**src/rtl/seg_pwm_dimmer_pkg.sv**
```systemverilog
// Shared constants and helpers for the seven-segment PWM dimmer.
package seg_pwm_dimmer_pkg;

    localparam int DEF_MAX_LEVEL   = 15;
    localparam int DEF_STEP_CYC    = 1000;
    localparam int DEF_FADE_FRAMES = 8;

    // Active-low segments: all ones turns every segment off.
    localparam logic [63:0] SEG_BLANK = '1;

    function automatic int sat_level(input int level, input int max_level);
        return (level > max_level) ? max_level : level;
    endfunction

endpackage

```
**src/rtl/seg_pwm_dimmer_channel.sv**
```systemverilog
// One dimmer channel: latched target, current level, threshold compare, output register.
// Ramp logic is present only when SEG_PWM_DIMMER_FADE_EN is defined.
module pwm_channel
    import seg_pwm_dimmer_pkg::*;
#(
    parameter int SEG_W     = 8,
    parameter int DUTY_W    = 4,
    parameter int MAX_LEVEL = DEF_MAX_LEVEL,
    parameter int STEP_CYC  = DEF_STEP_CYC,
    parameter int THR_W     = 14
)(
    input  logic              clk,
    input  logic              rst,
    input  logic              en,
    input  logic              frame_start,
`ifdef SEG_PWM_DIMMER_FADE_EN
    input  logic              fade_step,
    output logic              busy,
`endif
    input  logic [DUTY_W-1:0] duty,
    input  logic [SEG_W-1:0]  seg_in,
    input  logic [THR_W-1:0]  cnt,
    output logic [SEG_W-1:0]  seg_out
);

    localparam logic [THR_W-1:0] STEP_T = THR_W'(STEP_CYC);

    logic [DUTY_W-1:0] sat_duty;
    logic [DUTY_W-1:0] cur_reg, cur_next;
    logic [THR_W-1:0]  thr;
    logic [SEG_W-1:0]  seg_out_reg;

    assign sat_duty = DUTY_W'(sat_level(int'(duty), MAX_LEVEL));

`ifdef SEG_PWM_DIMMER_FADE_EN
    logic [DUTY_W-1:0] tgt_reg, tgt_next;

    // Step toward the target being latched this frame so a reversal takes effect immediately.
    always_comb begin
        tgt_next = frame_start ? sat_duty : tgt_reg;
        cur_next = cur_reg;
        if (fade_step) begin
            if (cur_reg < tgt_next) begin
                cur_next = cur_reg + DUTY_W'(1);
            end else if (cur_reg > tgt_next) begin
                cur_next = cur_reg - DUTY_W'(1);
            end
        end
    end

    always_ff @(posedge clk or posedge rst) begin
        if (rst) begin
            tgt_reg <= '0;
        end else begin
            tgt_reg <= tgt_next;
        end
    end

    assign busy = (cur_reg != tgt_reg);
`else
    always_comb begin
        cur_next = frame_start ? sat_duty : cur_reg;
    end
`endif

    // Compare against the next level so a frame-start update shapes that frame's first output.
    assign thr = THR_W'(cur_next) * STEP_T;

    always_ff @(posedge clk or posedge rst) begin
        if (rst) begin
            cur_reg     <= '0;
            seg_out_reg <= SEG_BLANK[SEG_W-1:0];
        end else begin
            cur_reg     <= cur_next;
            seg_out_reg <= (en && (cnt < thr)) ? seg_in : SEG_BLANK[SEG_W-1:0];
        end
    end

    assign seg_out = seg_out_reg;

endmodule

```
**src/rtl/seg_pwm_dimmer.sv**
```systemverilog
// N-channel PWM dimmer for active-low seven-segment patterns.
// Define SEG_PWM_DIMMER_FADE_EN to compile in frame-divided brightness fading.
module seg_pwm_dimmer
    import seg_pwm_dimmer_pkg::*;
#(
    parameter int N_CH        = 4,
    parameter int SEG_W       = 8,
    parameter int DUTY_W      = 4,
    parameter int MAX_LEVEL   = DEF_MAX_LEVEL,
    parameter int STEP_CYC    = DEF_STEP_CYC,
    parameter int FADE_FRAMES = DEF_FADE_FRAMES
)(
    input  logic                    clk,
    input  logic                    rst,
    input  logic                    en,
    input  logic [N_CH*DUTY_W-1:0]  duty,
    input  logic [N_CH*SEG_W-1:0]   seg_in,
    output logic [N_CH*SEG_W-1:0]   seg_out,
    output logic                    frame_tick,
    output logic                    fade_busy
);

    localparam int PERIOD = MAX_LEVEL * STEP_CYC;
    localparam int CNT_W  = $clog2(PERIOD);
    localparam int THR_W  = $clog2(PERIOD + 1);

    logic [CNT_W-1:0] cnt_reg, cnt_next;
    logic [THR_W-1:0] cnt_ext;
    logic             frame_start;
    logic             frame_tick_reg;

    assign frame_start = en && (cnt_reg == '0);
    assign cnt_ext     = THR_W'(cnt_reg);

    always_comb begin
        cnt_next = '0;
        if (en) begin
            cnt_next = (cnt_reg == CNT_W'(PERIOD - 1)) ? '0 : cnt_reg + CNT_W'(1);
        end
    end

    always_ff @(posedge clk or posedge rst) begin
        if (rst) begin
            cnt_reg        <= '0;
            frame_tick_reg <= 1'b0;
        end else begin
            cnt_reg        <= cnt_next;
            frame_tick_reg <= frame_start;
        end
    end

    assign frame_tick = frame_tick_reg;

`ifdef SEG_PWM_DIMMER_FADE_EN
    localparam int DIV_W = (FADE_FRAMES > 1) ? $clog2(FADE_FRAMES) : 1;

    logic [DIV_W-1:0] div_reg;
    logic             fade_step;
    logic [N_CH-1:0]  ch_busy;
    logic             fade_busy_reg;

    assign fade_step = frame_start && (div_reg == DIV_W'(FADE_FRAMES - 1));

    always_ff @(posedge clk or posedge rst) begin
        if (rst) begin
            div_reg       <= '0;
            fade_busy_reg <= 1'b0;
        end else begin
            if (!en) begin
                div_reg <= '0;
            end else if (frame_start) begin
                div_reg <= fade_step ? '0 : div_reg + DIV_W'(1);
            end
            fade_busy_reg <= |ch_busy;
        end
    end

    assign fade_busy = fade_busy_reg;
`else
    assign fade_busy = 1'b0;
`endif

    generate
        for (genvar gi = 0; gi < N_CH; gi++) begin : g_ch
            pwm_channel #(
                .SEG_W     (SEG_W),
                .DUTY_W    (DUTY_W),
                .MAX_LEVEL (MAX_LEVEL),
                .STEP_CYC  (STEP_CYC),
                .THR_W     (THR_W)
            ) u_ch (
                .clk         (clk),
                .rst         (rst),
                .en          (en),
                .frame_start (frame_start),
`ifdef SEG_PWM_DIMMER_FADE_EN
                .fade_step   (fade_step),
                .busy        (ch_busy[gi]),
`endif
                .duty        (duty[gi*DUTY_W +: DUTY_W]),
                .seg_in      (seg_in[gi*SEG_W +: SEG_W]),
                .cnt         (cnt_ext),
                .seg_out     (seg_out[gi*SEG_W +: SEG_W])
            );
        end
    endgenerate

endmodule

```
**config.mk**
```make
export PLATFORM = sky130hd
export DESIGN_NAME = seg_pwm_dimmer
export DESIGN_NICKNAME = d
export VERILOG_FILES = /design/src/rtl/seg_pwm_dimmer_pkg.sv /design/src/rtl/seg_pwm_dimmer_channel.sv /design/src/rtl/seg_pwm_dimmer.sv
export SDC_FILE = /design/constraint.sdc
export NUM_CORES = 1
export LEC_CHECK = 0
export ABC_AREA = 1
export BUFFER_PORTS_ARGS = -buffer_cell sky130_fd_sc_hd__buf_4
export CAP_MARGIN = 20
export CORE_ASPECT_RATIO = 0.7
export CORE_MARGIN = 2
export CORE_UTILIZATION = 40
export CTS_BUF_LIST = sky130_fd_sc_hd__clkbuf_4
export CTS_CLUSTER_DIAMETER = 40
export DETAILED_ROUTE_END_ITERATION = 7
export PLACE_DENSITY = 0.7
export REMOVE_ABC_BUFFERS = 1
export SYNTH_ARGS = -nofsm -noshare
export SYNTH_HDL_FRONTEND = slang
export SYNTH_SLANG_ARGS = --single-unit
```
**constraint.sdc**
```tcl
create_clock -name clk -period 6.6 [get_ports clk]
set_input_delay 0.33 -clock clk [delete_from_list [all_inputs] [get_ports clk]]
set_output_delay 0.33 -clock clk [all_outputs]
set_load 0.05 [all_outputs]
```
==> impl_metrics.py, run 1 <==
metrics = {
    "drt": {
        "drt_pass1_iterations": 5,
        "wl_per_cell_microns": 14.8,
        "drc_errors": 0,
        "ant_nets": 0,
        "vias": 4751,
        "drt_iter0_drc": 321,
        "drt_wl_total_microns": 14600,
        "drt-vias-per-instance": 4.81,
    },
    "job": {
        "maxCapViolations": 0,
    },
    "global_route": {
        "use_met3_pct": 4.50,
        "grt_pass1_vias": 4653,
        "grt_max_degree": 64,
        "grt_util_met1_pct": 29.6,
        "globalRoute.totalOverflow": 0,
        "grt_pass1_wl_microns": 23800,
        "antenna_found_initial": 1,
        "track_usage_pct": 19.4,
        "top_usage_layer": "met1",
        "use_met2_pct": 27.9,
    },
    "final_layout": {
        "mostFrequentLayoutCells": "inv_1, ha_1, buf_4",
        "antenna_cells": 0,
        "final_area_sq_um": 6950,
        "drive_gt1_share_pct": 25.0,
        "regArea_sq_um": 1620,
        "multi_input_area_sq_um": 3770,
        "fin_nets": 968,
        "final.fill_count": 1439,
        "largest_reg_flops": 32,
        "final_common_cell": "inv_1",
        "area_growth_pct": 17.5,
        "instances_no_fill": 987,
    },
    "clock_network": {
        "cts_resized": 0,
        "cts_hold_buf": 0,
        "cts_root_buf": "clkbuf_4",
        "clk_pin_slew_ns": 0.12,
        "cts.htree.levels": 3,
        "cts_tree": "yes",
        "cts_buffers": 9,
        "clockBufferDepth": 2,
        "cts.sinks": 63,
        "insertion_delay_ns": 0.41,
        "cts_setup_buffers": 0,
    },
    "power_and_ir_drop": {
        "leakagePower_nw": 3.78,
        "vdd_drop_max_mv": 0.176,
        "power_density_nw_per_um2": 406,
    },
    "sta": {
        "drv_slew": 0,
        "fmax_ghz": 0.176,
        "skew_ns": 0.0206,
        "period_share_pct": 86.3,
        "rsz0062_at_grt": "no",
        "hold_ws_ns": 0.108,
        "slew-limit-headroom_pct": 46.8,
        "hold_viol_final": 0,
        "tightest_slew_ns": 0.797,
        "fin_tns_setup_ns": 0,
        "period_needed_ns": 5.70,
        "finalSetupViolCount": 0,
    },
    "run_status": {
        "outcome": "complete, no violations",
    },
    "setup_path": {
        "critPathMaxFanout": 9,
        "crit_type": "reg -> reg",
        "required_ns": 6.91,
        "r2r.worst_path.cells": 24,
        "rr_startpoint": "cnt_ext[7]",
        "start_kind": "flip-flop",
        "end_kind": "flip-flop",
        "reg2reg_slack_ns": 0.90,
        "r2r-end": "g_ch[0].u_ch.seg_out[4]",
        "worstPathArrival_ns": 6.01,
    },
    "placement": {
        "port_buffers": 83,
        "dp.cells": 971,
        "post_dp_cell_area_sq_um": 6820,
        "dpl.hpwl_microns": 11900,
        "place.gp.congestion": 0.881,
    },
    "floorplanning": {
        "die_area_sq_um": 15800,
        "floorplan.rows": 37,
        "die_h_microns": 106,
        "core_sq_um": 14600,
        "start_util_pct": 40.6,
        "num_io_pins": 85,
        "die_x_microns": 149,
    },
    "synth": {
        "syn_inst": 688,
        "yosysSeqAreaShare_pct": 27.3,
        "ys_types": 34,
        "yosysWarnings": 0,
        "yosys-top-cells-area": "ha_1, dfstp_2, dfrtp_1",
        "synth_seq_cells": 63,
        "syn_avg_cell_area_sq_um": 8.60,
        "synth_top_cell_area_share_pct": 21.6,
        "yosysTopAreaCell": "ha_1",
        "syn-cell-area_sq_um": 5920,
    },
    "min_path": {
        "holdPathStages": 3,
        "hp-class": "in -> reg",
        "hold_end": "g_ch[3].u_ch.seg_out[4]",
        "min_from": "seg_in[28]",
    },
}
## Yosys cell counts
cell type	number
o21ai_2	5
a21oi_1	38
or2_2	8
buf_4	1
nand3_2	9
or2_1	1
nand2_2	16
dfrtp_1	31
xor2_1	14
nand2_4	5
a21o_1	8
nand4_1	10
buf_6	1
nor3b_1	1
nor2_2	8
fa_1	28
o21a_1	1
a211oi_1	1
dfstp_2	32
a31oi_1	4
inv_1	134
nor2_4	1
conb_1	1
nand3_1	51
nor4_1	1
nor2_8	2
nor2_1	48
o21ai_0	13
ha_1	102
inv_2	2
a211o_2	3
nand2_1	86
nor3_1	10
nand3b_1	12
## logic make-up (layout without fill, tap and decap cells)
kind of cell    count (synthesis)  in the layout  synth area share [%]
fa+ha+maj                     130            130                  31.0
compound gates                 73             73                  7.25
buf+inv                       138            242                  8.94
other cells                     1              1                0.0634
xor+xnor                       14             14                  2.07
simple gates                  269            269                  23.3
flops                          63             63                  27.3
## power by group
part           internal (mW)  total, mW  switching (mW)
Sequential             0.428      0.439          0.0111
Clock                  0.118      0.268           0.149
Combinational          0.849       2.12            1.27
Total                   1.39       2.83            1.43
## layer usage
| layer | routed length (microns) | part of all wire, % | vias to the layer above |
|---|---|---|---|
| li1 | - | - | 2407 |
| met1 | 7540 | 52 | 2174 |
| met2 | 5830 | 40 | 153 |
| met3 | 1120 | 7.6 | 15 |
| met4 | 106 | 0.73 | 2 |
| met5 | 13 | 0.089 | - |
## metrics by stage
step	setup slack [ns]	power, mW	util [%]
floorplan	1.78	2.06	-
global placement	1.16	2.50	46.8
detailed placement	0.987	2.55	46.8
CTS	0.960	2.84	47.7
global route	0.479	3.19	47.7
finish	0.902	2.83	47.7
## worst max-delay path by stage
stage	slack [ns]	start	end	depth (start not counted)
3_5_place_dp	0.99	cnt_ext[8]	g_ch[0].u_ch.seg_out[4]	24
4_1_cts	0.96	cnt_ext[8]	g_ch[0].u_ch.seg_out[4]	24
5_1_grt	0.48	cnt_ext[7]	g_ch[0].u_ch.seg_out[7]	24
6_report	0.90	cnt_ext[7]	g_ch[0].u_ch.seg_out[4]	24
2_1_floorplan	1.78	cnt_ext[0]	g_ch[0].u_ch.seg_out[0]	27
3_3_place_gp	1.16	cnt_ext[8]	g_ch[0].u_ch.seg_out[5]	24
## critical path: stages (launching register included)
cell and delay, ns:
dfrtp_1 0.54, inv_1 0.20, nand4_1 0.11, nor3_1 0.19, nand2_2 0.19, inv_2 0.18, nor2_1 0.06, nor2_1 0.51
fa_1 0.58, inv_1 0.13, fa_1 0.42, ha_1 0.37, inv_1 0.05, nor2_1 0.12, nand4_1 0.10, nand3_1 0.12
nand3_2 0.09, nand2_1 0.08, nand2_1 0.05, nand2_1 0.05, nand2_1 0.06, ha_1 0.29, a211o_2 0.33, a21oi_1 0.62
nand3_1 0.15
## cell type report
type                       count  share of cell area [%]
clock buffer                  10                    1.08
timing repair buffer          90                    9.72
tap                          195                    3.51
inverter                     136                    7.34
clock inverter                 6                   0.882
sequential                    63                    23.2
multi-input combinational    487                    54.2
(Power assumes the default switching activity.)
==> run 2: changes to the inputs <==
==> constraint.sdc (replaced) <==
create_clock -name clk -period 7.1 [get_ports clk]
set_input_delay 0.355 -clock clk [delete_from_list [all_inputs] [get_ports clk]]
set_output_delay 0.355 -clock clk [all_outputs]
set_load 0.05 [all_outputs]
==> impl_metrics.py, run 2 (synthesis results as in run 1) <==
metrics = {
    "clock_network": {
        "cts_tree": "yes",
        "cts.sinks": 63,
        "cts_resized": 0,
        "cts_hold_buf": 0,
        "cts_buffers": 9,
        "clockBufferDepth": 2,
        "cts_setup_buffers": 0,
        "insertion_delay_ns": 0.42,
        "cts_root_buf": "clkbuf_4",
        "cts.htree.levels": 3,
        "clk_pin_slew_ns": 0.12,
    },
    "power_and_ir_drop": {
        "leakagePower_nw": 3.79,
        "p_total_mw": 2.67,
        "vdd_drop_max_mv": 0.149,
        "power_density_nw_per_um2": 382,
    },
    "sta": {
        "drv_slew": 0,
        "hold_viol_final": 0,
        "finalSetupViolCount": 0,
        "period_needed_ns": 5.68,
        "hold_ws_ns": 0.126,
        "fmax_ghz": 0.176,
        "period_share_pct": 79.9,
        "tightest_slew_ns": 0.794,
        "slew-limit-headroom_pct": 47.0,
        "rsz0062_at_grt": "no",
        "skew_ns": 0.0146,
        "fin_tns_setup_ns": 0,
    },
    "final_layout": {
        "largest_reg_flops": 32,
        "area_growth_pct": 18.0,
        "fin_nets": 968,
        "mostFrequentLayoutCells": "inv_1, ha_1, buf_4",
        "final_area_sq_um": 6980,
        "regArea_sq_um": 1620,
        "final.fill_count": 1445,
        "final_common_cell": "inv_1",
        "drive_gt1_share_pct": 24.9,
        "multi_input_area_sq_um": 3770,
    },
    "setup_path": {
        "crit_type": "reg -> reg",
        "r2r.worst_path.cells": 24,
        "start_kind": "flip-flop",
        "end_kind": "flip-flop",
        "critPathMaxFanout": 9,
        "required_ns": 7.43,
        "worstPathArrival_ns": 6.00,
    },
    "floorplanning": {
        "die_area_sq_um": 15800,
        "die_h_microns": 106,
        "start_util_pct": 40.6,
        "die_x_microns": 149,
        "num_io_pins": 85,
        "floorplan.rows": 37,
        "core_sq_um": 14600,
    },
    "drt": {
        "drt-vias-per-instance": 4.86,
        "drc_errors": 0,
        "drt_pass1_iterations": 6,
        "vias": 4812,
        "drt_wl_total_microns": 14700,
        "wl_met2_microns": 5860,
        "wl_per_cell_microns": 14.8,
        "wl_met1_microns": 7420,
        "drt_iter0_drc": 298,
        "wl_met3_microns": 1270,
        "maxUsedRoutingLayer": "met5",
        "ant_nets": 0,
    },
    "min_path": {
        "hp-class": "in -> reg",
        "holdPathStages": 3,
    },
    "placement": {
        "post_dp_cell_area_sq_um": 6820,
        "dpl.hpwl_microns": 11800,
        "place.gp.congestion": 0.886,
        "port_buffers": 83,
    },
    "global_route": {
        "track_usage_pct": 19.2,
        "grt_pass1_vias": 4534,
        "globalRoute.totalOverflow": 0,
        "antenna_found_initial": 2,
        "grt_max_degree": 64,
        "grt_pass1_wl_microns": 23500,
    },
    "run_status": {
        "outcome": "complete, no violations",
    },
    "job": {
        "maxCapViolations": 0,
    },
}
run 2: cell types whose count changed in the layout (fill, tap and decap cells not counted):
cell and change:
clkinv_2 -2, inv_4 +1, clkinvlp_4 -1, diode_2 +3
bufinv_16 +1, clkinv_1 +1
run 2: worst paths after layout:
check / startpoint / endpoint / slack [ns]
worst max-delay path: cnt_ext[8] / g_ch[0].u_ch.seg_out[2] / 1.42
worst min-delay path: seg_in[26] / g_ch[3].u_ch.seg_out[2] / 0.13
worst max register to register: cnt_ext[8] / g_ch[0].u_ch.seg_out[2] / 1.42
worst min register to register: cnt_ext[0] / cnt_ext[0] / 0.48
max in group asynchronous: rst / g_ch[0].u_ch.cur_reg[0] / 6.41
min in group asynchronous: rst / cnt_ext[0] / 0.17
run 2: final cells by class:
cell class	count	area share (%)
Clock buffer	10	1.07
Tap cell	195	3.49
Inverter	136	7.31
Clock inverter	6	1.20
Sequential cell	63	23.1
Timing Repair Buffer	90	9.67
Antenna cell	3	0.107
Multi-Input combinational cell	487	54.0
run 2: through the flow:
| step | worst slack [ns] | std cells | util (%) |
|---|---|---|---|
| floorplan | 2.28 | 686 | - |
| global placement | 1.64 | 971 | 46.8 |
| detailed placement | 1.50 | 971 | 46.8 |
| CTS | 1.47 | 987 | 47.8 |
| global route | 1.01 | 990 | 47.9 |
| finish | 1.42 | 990 | 47.9 |
run 2: report_power, final:
group / internal (mW) / switching (mW) / total, mW
Combinational: 0.788 / 1.18 / 1.97
Clock: 0.146 / 0.146 / 0.292
Sequential: 0.397 / 0.0103 / 0.408
run 2: layer usage:
| metal | global-route usage [%] | vias up |
|---|---|---|
| li1 | - | 2410 |
| met1 | 28.7 | 2214 |
| met2 | 27.9 | 173 |
| met3 | 5.45 | 13 |
| met4 | 3.06 | 2 |
| met5 | 0 | - |
run 2: worst max-delay path, cell delays in order, from the launching register on:
cell     delay, ns
dfrtp_1       0.57
inv_1         0.21
nand4_1       0.11
nor3_1        0.19
nand2_2       0.18
inv_2         0.17
nor2_1        0.05
nor2_1        0.47
fa_1          0.57
inv_1         0.13
fa_1          0.43
ha_1          0.37
inv_1         0.05
nor2_1        0.12
nand4_1       0.09
nand3_1       0.12
nand3_2       0.09
nand2_1       0.08
nand2_1       0.05
nand2_1       0.05
nand2_1       0.07
ha_1          0.29
a211o_2       0.33
a21oi_1       0.60
nand3_1       0.16
